[src/rtl/fft_pkg.sv]
// fft_pkg: constants, state encoding and helpers shared by the FFT output-side blocks.
package fft_pkg;

  localparam int N_FFT              = 1024;
  localparam int NUM_BANDS          = 16;
  localparam int MAG_W              = 24;
  localparam int BIN_W              = 10;
  localparam int BINS_PER_BAND      = N_FFT / 2 / NUM_BANDS;
  localparam int BINS_PER_BAND_LOG2 = $clog2(BINS_PER_BAND);

  // SYNC waits for a frame boundary; ACCUM folds bins into bands.
  typedef enum logic {
    SYNC  = 1'b0,
    ACCUM = 1'b1
  } state_e;

  // Right shift that maps a bin index onto its band for a given configuration.
  function automatic int band_shift(input int n_fft, input int num_bands);
    return $clog2(n_fft / 2 / num_bands);
  endfunction

endpackage

[src/rtl/fft_band_reader_peak.sv]
// fft_peak_tracker: running maximum of bin magnitudes inside an enabled bin window.
// Strict-greater compare, so on equal magnitudes the earlier (lower) bin is kept.
module fft_peak_tracker
  import fft_pkg::*;
(
  input  logic             clk,
  input  logic             reset,
  input  logic             clear,
  input  logic             valid,
  input  logic             win_en,
  input  logic [BIN_W-1:0] bin,
  input  logic [MAG_W-1:0] mag,
  output logic [BIN_W-1:0] peak_bin,
  output logic [MAG_W-1:0] peak_mag
);

  logic [BIN_W-1:0] peak_bin_q, peak_bin_d;
  logic [MAG_W-1:0] peak_mag_q, peak_mag_d;

  // Next peak: clear wins; otherwise capture a strictly larger in-window magnitude.
  always_comb begin
    // NOTE: every always_comb output gets a default first so no path infers a latch.
    peak_bin_d = peak_bin_q;
    peak_mag_d = peak_mag_q;
    if (clear) begin
      peak_bin_d = '0;
      peak_mag_d = '0;
    end else if (valid && win_en && (mag > peak_mag_q)) begin
      peak_bin_d = bin;
      peak_mag_d = mag;
    end
  end

  // Peak registers with synchronous reset.
  always_ff @(posedge clk) begin
    // NOTE: non-blocking assignments so every flop samples pre-edge values.
    if (reset) begin
      peak_bin_q <= '0;
      peak_mag_q <= '0;
    end else begin
      peak_bin_q <= peak_bin_d;
      peak_mag_q <= peak_mag_d;
    end
  end

  assign peak_bin = peak_bin_q;
  assign peak_mag = peak_mag_q;

endmodule

[src/rtl/fft_band_reader.sv]
// fft_band_reader: folds streamed FFT bin magnitudes (bins 1..N_FFT/2-1) into NUM_BANDS
// equal-width saturating band accumulators, tracks the peak bin, and publishes one
// frame-consistent snapshot per complete frame. Short/long frames are rejected.
// Optional macro FFT_BAND_PEAK_HOLD_EN: held levels decay by one per publish instead of
// being overwritten (new = max(new_level, old_level-1)).
module fft_band_reader
  import fft_pkg::MAG_W, fft_pkg::BIN_W, fft_pkg::state_e, fft_pkg::SYNC, fft_pkg::ACCUM,
         fft_pkg::band_shift;
#(
  parameter int N_FFT       = 1024,
  parameter int NUM_BANDS   = 16,
  parameter int ACC_W       = 32,
  parameter int LEVEL_W     = 6,
  parameter int LEVEL_SHIFT = 16
) (
  input  logic                         clk100m,
  input  logic                         reset,
  input  logic [MAG_W-1:0]             freq_mag,
  input  logic                         fft_out_rdy,
  input  logic                         fft_done,
  input  logic [$clog2(NUM_BANDS)-1:0] band_sel,
  output logic [LEVEL_W-1:0]           band_level,
  output logic [BIN_W-1:0]             peak_bin,
  output logic [MAG_W-1:0]             peak_mag,
  output logic                         frame_valid,
  output logic                         frame_err
);

  localparam int CNT_W = $clog2(N_FFT) + 1;
  localparam int SEL_W = $clog2(NUM_BANDS);
  localparam int SUM_W = ACC_W + 1;
  localparam int HALF  = N_FFT / 2;
  localparam int SHIFT = band_shift(N_FFT, NUM_BANDS);
  localparam logic [LEVEL_W-1:0] LEVEL_MAX = '1;

  state_e             state_q, state_d;
  logic [CNT_W-1:0]   bin_cnt_q, bin_cnt_d;
  logic [ACC_W-1:0]   acc_q [NUM_BANDS];
  logic [ACC_W-1:0]   acc_d [NUM_BANDS];
  logic [LEVEL_W-1:0] level_q [NUM_BANDS];
  logic [LEVEL_W-1:0] level_d [NUM_BANDS];
  logic [BIN_W-1:0]   peak_bin_q, peak_bin_d;
  logic [MAG_W-1:0]   peak_mag_q, peak_mag_d;
  logic               frame_valid_q, frame_valid_d;
  logic               frame_err_q, frame_err_d;

  logic               in_window;
  logic [SEL_W-1:0]   band_idx;
  logic               trk_clear;
  logic               trk_valid;
  logic [BIN_W-1:0]   cur_peak_bin;
  logic [MAG_W-1:0]   cur_peak_mag;
  logic [LEVEL_W-1:0] new_lvl;
`ifdef FFT_BAND_PEAK_HOLD_EN
  logic [LEVEL_W-1:0] decayed;
`endif

  // Saturating accumulate of one magnitude into a band.
  function automatic logic [ACC_W-1:0] sat_add(input logic [ACC_W-1:0] acc,
                                              input logic [MAG_W-1:0] mag);
    logic [SUM_W-1:0] sum;
    sum = {1'b0, acc} + SUM_W'(mag);
    return sum[ACC_W] ? '1 : sum[ACC_W-1:0];
  endfunction

  // Accumulator to display level: shift down, then clamp to the level range.
  function automatic logic [LEVEL_W-1:0] to_level(input logic [ACC_W-1:0] acc);
    logic [ACC_W-1:0] shifted;
    shifted = acc >> LEVEL_SHIFT;
    return (shifted > ACC_W'(LEVEL_MAX)) ? LEVEL_MAX : shifted[LEVEL_W-1:0];
  endfunction

  // DC and the mirror half never contribute to bands or peak.
  assign in_window = (bin_cnt_q != '0) && (bin_cnt_q < CNT_W'(HALF));
  assign band_idx  = SEL_W'(bin_cnt_q >> SHIFT);
  assign trk_valid = (state_q == ACCUM) && fft_out_rdy;

  fft_peak_tracker u_peak (
    .clk      (clk100m),
    .reset    (reset),
    .clear    (trk_clear),
    .valid    (trk_valid),
    .win_en   (in_window),
    .bin      (BIN_W'(bin_cnt_q)),
    .mag      (freq_mag),
    .peak_bin (cur_peak_bin),
    .peak_mag (cur_peak_mag)
  );

  // Next-state, accumulation, frame-end publish/reject decisions.
  always_comb begin
    state_d       = state_q;
    bin_cnt_d     = bin_cnt_q;
    acc_d         = acc_q;
    level_d       = level_q;
    peak_bin_d    = peak_bin_q;
    peak_mag_d    = peak_mag_q;
    frame_valid_d = 1'b0;
    frame_err_d   = 1'b0;
    trk_clear     = 1'b0;
    new_lvl       = '0;
`ifdef FFT_BAND_PEAK_HOLD_EN
    decayed       = '0;
`endif

    case (state_q)
      SYNC: begin
        // The first frame boundary aligns us; nothing is published for it.
        if (fft_out_rdy && fft_done) begin
          state_d   = ACCUM;
          bin_cnt_d = '0;
          acc_d     = '{default: '0};
          trk_clear = 1'b1;
        end
      end

      ACCUM: begin
        if (fft_out_rdy) begin
          if (in_window) begin
            acc_d[band_idx] = sat_add(acc_q[band_idx], freq_mag);
          end
          if (bin_cnt_q != CNT_W'(N_FFT)) begin
            bin_cnt_d = bin_cnt_q + CNT_W'(1);
          end
          if (fft_done) begin
            // The last bin is always in the mirror half, so acc_q/peak are already final.
            if (bin_cnt_q == CNT_W'(N_FFT - 1)) begin
              for (int b = 0; b < NUM_BANDS; b++) begin
                new_lvl = to_level(acc_q[b]);
`ifdef FFT_BAND_PEAK_HOLD_EN
                decayed    = (level_q[b] == '0) ? '0 : level_q[b] - LEVEL_W'(1);
                level_d[b] = (new_lvl > decayed) ? new_lvl : decayed;
`else
                level_d[b] = new_lvl;
`endif
              end
              peak_bin_d    = cur_peak_bin;
              peak_mag_d    = cur_peak_mag;
              frame_valid_d = 1'b1;
            end else begin
              frame_err_d = 1'b1;
            end
            bin_cnt_d = '0;
            acc_d     = '{default: '0};
            trk_clear = 1'b1;
          end
        end
      end

      default: state_d = SYNC;
    endcase
  end

  // State, accumulator and held-snapshot registers with synchronous reset.
  always_ff @(posedge clk100m) begin
    if (reset) begin
      state_q       <= SYNC;
      bin_cnt_q     <= '0;
      // NOTE: the band arrays are plain registers, so they are reset like any other flop.
      acc_q         <= '{default: '0};
      level_q       <= '{default: '0};
      peak_bin_q    <= '0;
      peak_mag_q    <= '0;
      frame_valid_q <= 1'b0;
      frame_err_q   <= 1'b0;
    end else begin
      state_q       <= state_d;
      bin_cnt_q     <= bin_cnt_d;
      acc_q         <= acc_d;
      level_q       <= level_d;
      peak_bin_q    <= peak_bin_d;
      peak_mag_q    <= peak_mag_d;
      frame_valid_q <= frame_valid_d;
      frame_err_q   <= frame_err_d;
    end
  end

  assign band_level  = level_q[band_sel];
  assign peak_bin    = peak_bin_q;
  assign peak_mag    = peak_mag_q;
  assign frame_valid = frame_valid_q;
  assign frame_err   = frame_err_q;

endmodule

[config.mk]
export PLATFORM = sky130hd
export DESIGN_NAME = fft_band_reader
export DESIGN_NICKNAME = d
export VERILOG_FILES = /design/src/rtl/fft_pkg.sv /design/src/rtl/fft_band_reader_peak.sv /design/src/rtl/fft_band_reader.sv
export SDC_FILE = /design/constraint.sdc
export NUM_CORES = 2
export LEC_CHECK = 0
export CAP_MARGIN = 30
export CORE_MARGIN = 3
export CORE_UTILIZATION = 35
export CTS_CLUSTER_SIZE = 10
export DETAILED_ROUTE_END_ITERATION = 6
export REMOVE_ABC_BUFFERS = 1
export SETUP_SLACK_MARGIN = 0.05
export SKIP_CTS_REPAIR_TIMING = 1
export SLEW_MARGIN = 5
export SYNTH_ARGS = -nofsm -noshare
export SYNTH_HDL_FRONTEND = slang
export SYNTH_SLANG_ARGS = --single-unit
[constraint.sdc]
create_clock -name clk100m -period 7.4 [get_ports clk100m]
set_input_delay 1.85 -clock clk100m [delete_from_list [all_inputs] [get_ports clk100m]]
set_output_delay 1.85 -clock clk100m [all_outputs]
set_load 0.02 [all_outputs]
==> flow_summary.yaml <==
run_status:
  outcome: "finished clean"
floorplan:
  io_pins: 74
  start_util_pct: 35.5
  coreArea_um2: 85500
  die_w_um: 300
  die_h_um: 300
  die-area_um2: 90300
  rows: 107
layout:
  mostFrequentLayoutCells: "dfxtp_1, nor2_1, a22oi_1, nand2_1, a22o_1"
  drive_above_1_share_pct: 19.5
  stdcell_area_um2: 34700
  antenna_cells: 0
  final_common_cell: "dfxtp_1"
  syn_to_final_growth_pct: 14.3
  final_nets: 2937
power:
  peakVddDrop_mv: 0.125
  power_density_nw_per_um2: 218
  combPwrFrac_pct: 4.7
  p_int_mw: 5.82
  pwr-share-seq_pct: 49.2
  p_total_mw: 7.56
  switching_power_mw: 1.74
  leakage_nw: 11.9
  swShare_pct: 23.1
  clkPwrFrac_pct: 46.1
clock_network:
  cts_buffer_depth: 3
  cts_sinks: 690
  cts_buffers: 79
  clk_pin_slew_ns: 0.06
  cts_root_buffer: "clkbuf_16"
  clock_latency_ns: 0.62
  h-tree-depth: 3
  cts_tree: "done"
drt:
  drc: 0
  drtIter0Drc: 2894
  wl_um: 103000
  routed_via_density: 6.09
  drt-pass1-iter-count: 6
  wl_per_cell_um: 25.6
  drtAntennaViolNets: 0
  vias: 24400
global_routing:
  grt_start_max_net_pins: 90
  grt_pass1_wl_um: 153000
  grt-ovfl-total: 0
  grt_pass1_vias: 23400
  track_usage_pct: 22.2
  grt_antenna_before_repair: 0
sta:
  hold_violations: 0
  period_share_pct: 81.6
  clock_skew_ns: 0.0200
  max_freq_mhz: 166
  report.final.slew_viol_count: 0
  rsz0062_at_grt: "false"
  relSlewSlack_pct: 32.7
  period_needed_ns: 6.04
  setup_viol: 0
  worst_pin_slew_ns: 1.01
logic_synthesis:
  yosysUniqueCellTypes: 77
  ys_seq_elements: 690
  synth-async-reset-ratio_pct: 0
  syn-mean-instance-area_um2: 10.6
  yosysWarnings: 0
  synth-seq-area-share_pct: 45.5
  synth-edff-count: 0
  synth-main-ff-cell: "dfxtp_1"
  synth_area_um2: 30300
  synthCells: 2852
setup_path:
  crit_path_start_kind: "flop"
  cp.required_ns: 7.94
  critical_path.max_fanout: 43
  crit_start: "bin_cnt_q[5]"
  rr_startpoint: "bin_cnt_q[5]"
  cp-end-kind: "flop"
  arrival_ns: 6.58
  critPathKind: "flop to flop"
min_path:
  hold_class: "flop to flop"
  hp-start: "u_peak.peak_bin[9]"
placed_design:
  postPlaceCellArea_um2: 32400
  hpwlAfterDp_um: 68100
  place.gp.congestion: 0.946
  io_buffers: 73
job:
  maxCapViolCount: 0
cell families (layout without fill, tap and decap cells):
logic type | after synthesis | after routing | share of synthesized area [%]
compound gates | 834 | 834 | 21.8
simple gates | 730 | 730 | 10.7
flops | 690 | 690 | 45.5
buf+inv | 301 | 313 | 4.21
mux | 223 | 223 | 15.1
fa+ha+maj | 51 | 51 | 2.13
xor+xnor | 23 | 23 | 0.664
stage by stage:
step | hold WS (ns) | util (%) | setup TNS [ns] | instances | setup WS, ns
detailed placement | 0.428 | 37.9 | 0 | 3911 | 1.24
global route | 0.452 | 40.5 | 0 | 4008 | 1.08
floorplan | 0.410 | - | -2558.46 | 2591 | -9.55
CTS | 0.437 | 40.5 | 0 | 4002 | 1.24
global placement | 0.418 | 37.7 | 0 | 3899 | 1.30
finish | 0.434 | 40.5 | 0 | 4008 | 1.36
area by class of cell:
type                    instances  area, um2
clock buffers                  88       2110
clock inverters                 3       58.8
fillers                      8143      50900
inverters                      40        151
multi-input cells            1861      15400
flip-flops and latches        690      13800
well taps                    1144       1430
repair buffers                182       1700
synth_stat cells, types with 6 or more instances:
library cell,n,share of area (%)
dfxtp_1,690,46
nor2_1,338,4.2
a22oi_1,265,6.6
nand2_1,207,2.6
a22o_1,186,5.4
mux4_2,185,14
clkbuf_1,172,2.1
a21oi_1,96,1.6
o221a_2,96,3.6
buf_2,55,0.91
o21ai_0,51,0.84
ha_1,50,2.1
inv_1,40,0.49
nor4_1,38,0.78
mux2i_1,35,1.2
nor3_1,24,0.40
nand4_1,23,0.47
a21o_1,20,0.49
a32o_1,20,0.66
buf_1,17,0.21
a32oi_1,16,0.46
nand3_1,14,0.23
nand2_2,13,0.27
nand2b_1,12,0.25
o41ai_1,12,0.35
xor2_1,12,0.35
buf_4,11,0.27
xnor2_1,11,0.32
a211oi_1,9,0.22
and3_1,8,0.16
nor2_2,8,0.16
o21ai_1,8,0.13
and2_1,7,0.14
o21a_1,7,0.17
o21ai_2,7,0.20
or3_1,7,0.14
a31oi_1,6,0.12
nor2b_1,6,0.12
nor3_2,6,0.20
o21bai_1,6,0.15
critical path, stage by stage (launching register included):
cell and delay, ns:
dfxtp_4 0.95, buf_12 0.37, mux4_2 0.61, mux4_2 0.56, ha_1 0.50, nand4_1 0.24, nor2b_1 0.26, or4b_2 0.60
a21oi_1 0.38, o21a_1 0.27, a21oi_1 0.11, a31oi_2 0.76, a22o_1 0.25
metal layers:
layer,global-route usage (%),wire length (um),vias up
met5,0,0,-
met4,9.97,4610,0
met3,4.26,8960,232
met2,35.0,46500,1186
met1,29.5,42600,12100
li1,-,-,10900
path summary, 6_finish.rpt:
path                                           end  slack (ns)  cells past startpoint
worst max-delay path                    acc_q[415]        1.36                     12
worst min-delay path            u_peak.peak_bin[9]        0.43                      2
worst max register to register          acc_q[415]        1.36                     12
worst min register to register  u_peak.peak_bin[9]        0.43                      2
power by group through the flow:
stage                     clock network, mW  logic, mW  registers (mW)
after floorplan                           0      0.137            3.80
after global routing                   3.67      0.371            3.72
after CTS                              3.53      0.344            3.72
after detailed placement                  0      0.343            3.80
after global placement                    0      0.336            3.80
final                                  3.49      0.356            3.72
flip-flops by register name, indices dropped and copies added, names as in the netlist:
| register | count |
|---|---|
| state_q | 1 |
| bin_cnt_q | 11 |
| u_peak.peak_mag | 24 |
| frame_err | 1 |
| peak_mag | 24 |
| peak_bin | 10 |
| level_q | 96 |
| acc_q | 512 |
| frame_valid | 1 |
| u_peak.peak_bin | 10 |
No activity file was read; power rests on OpenSTA's default activity.
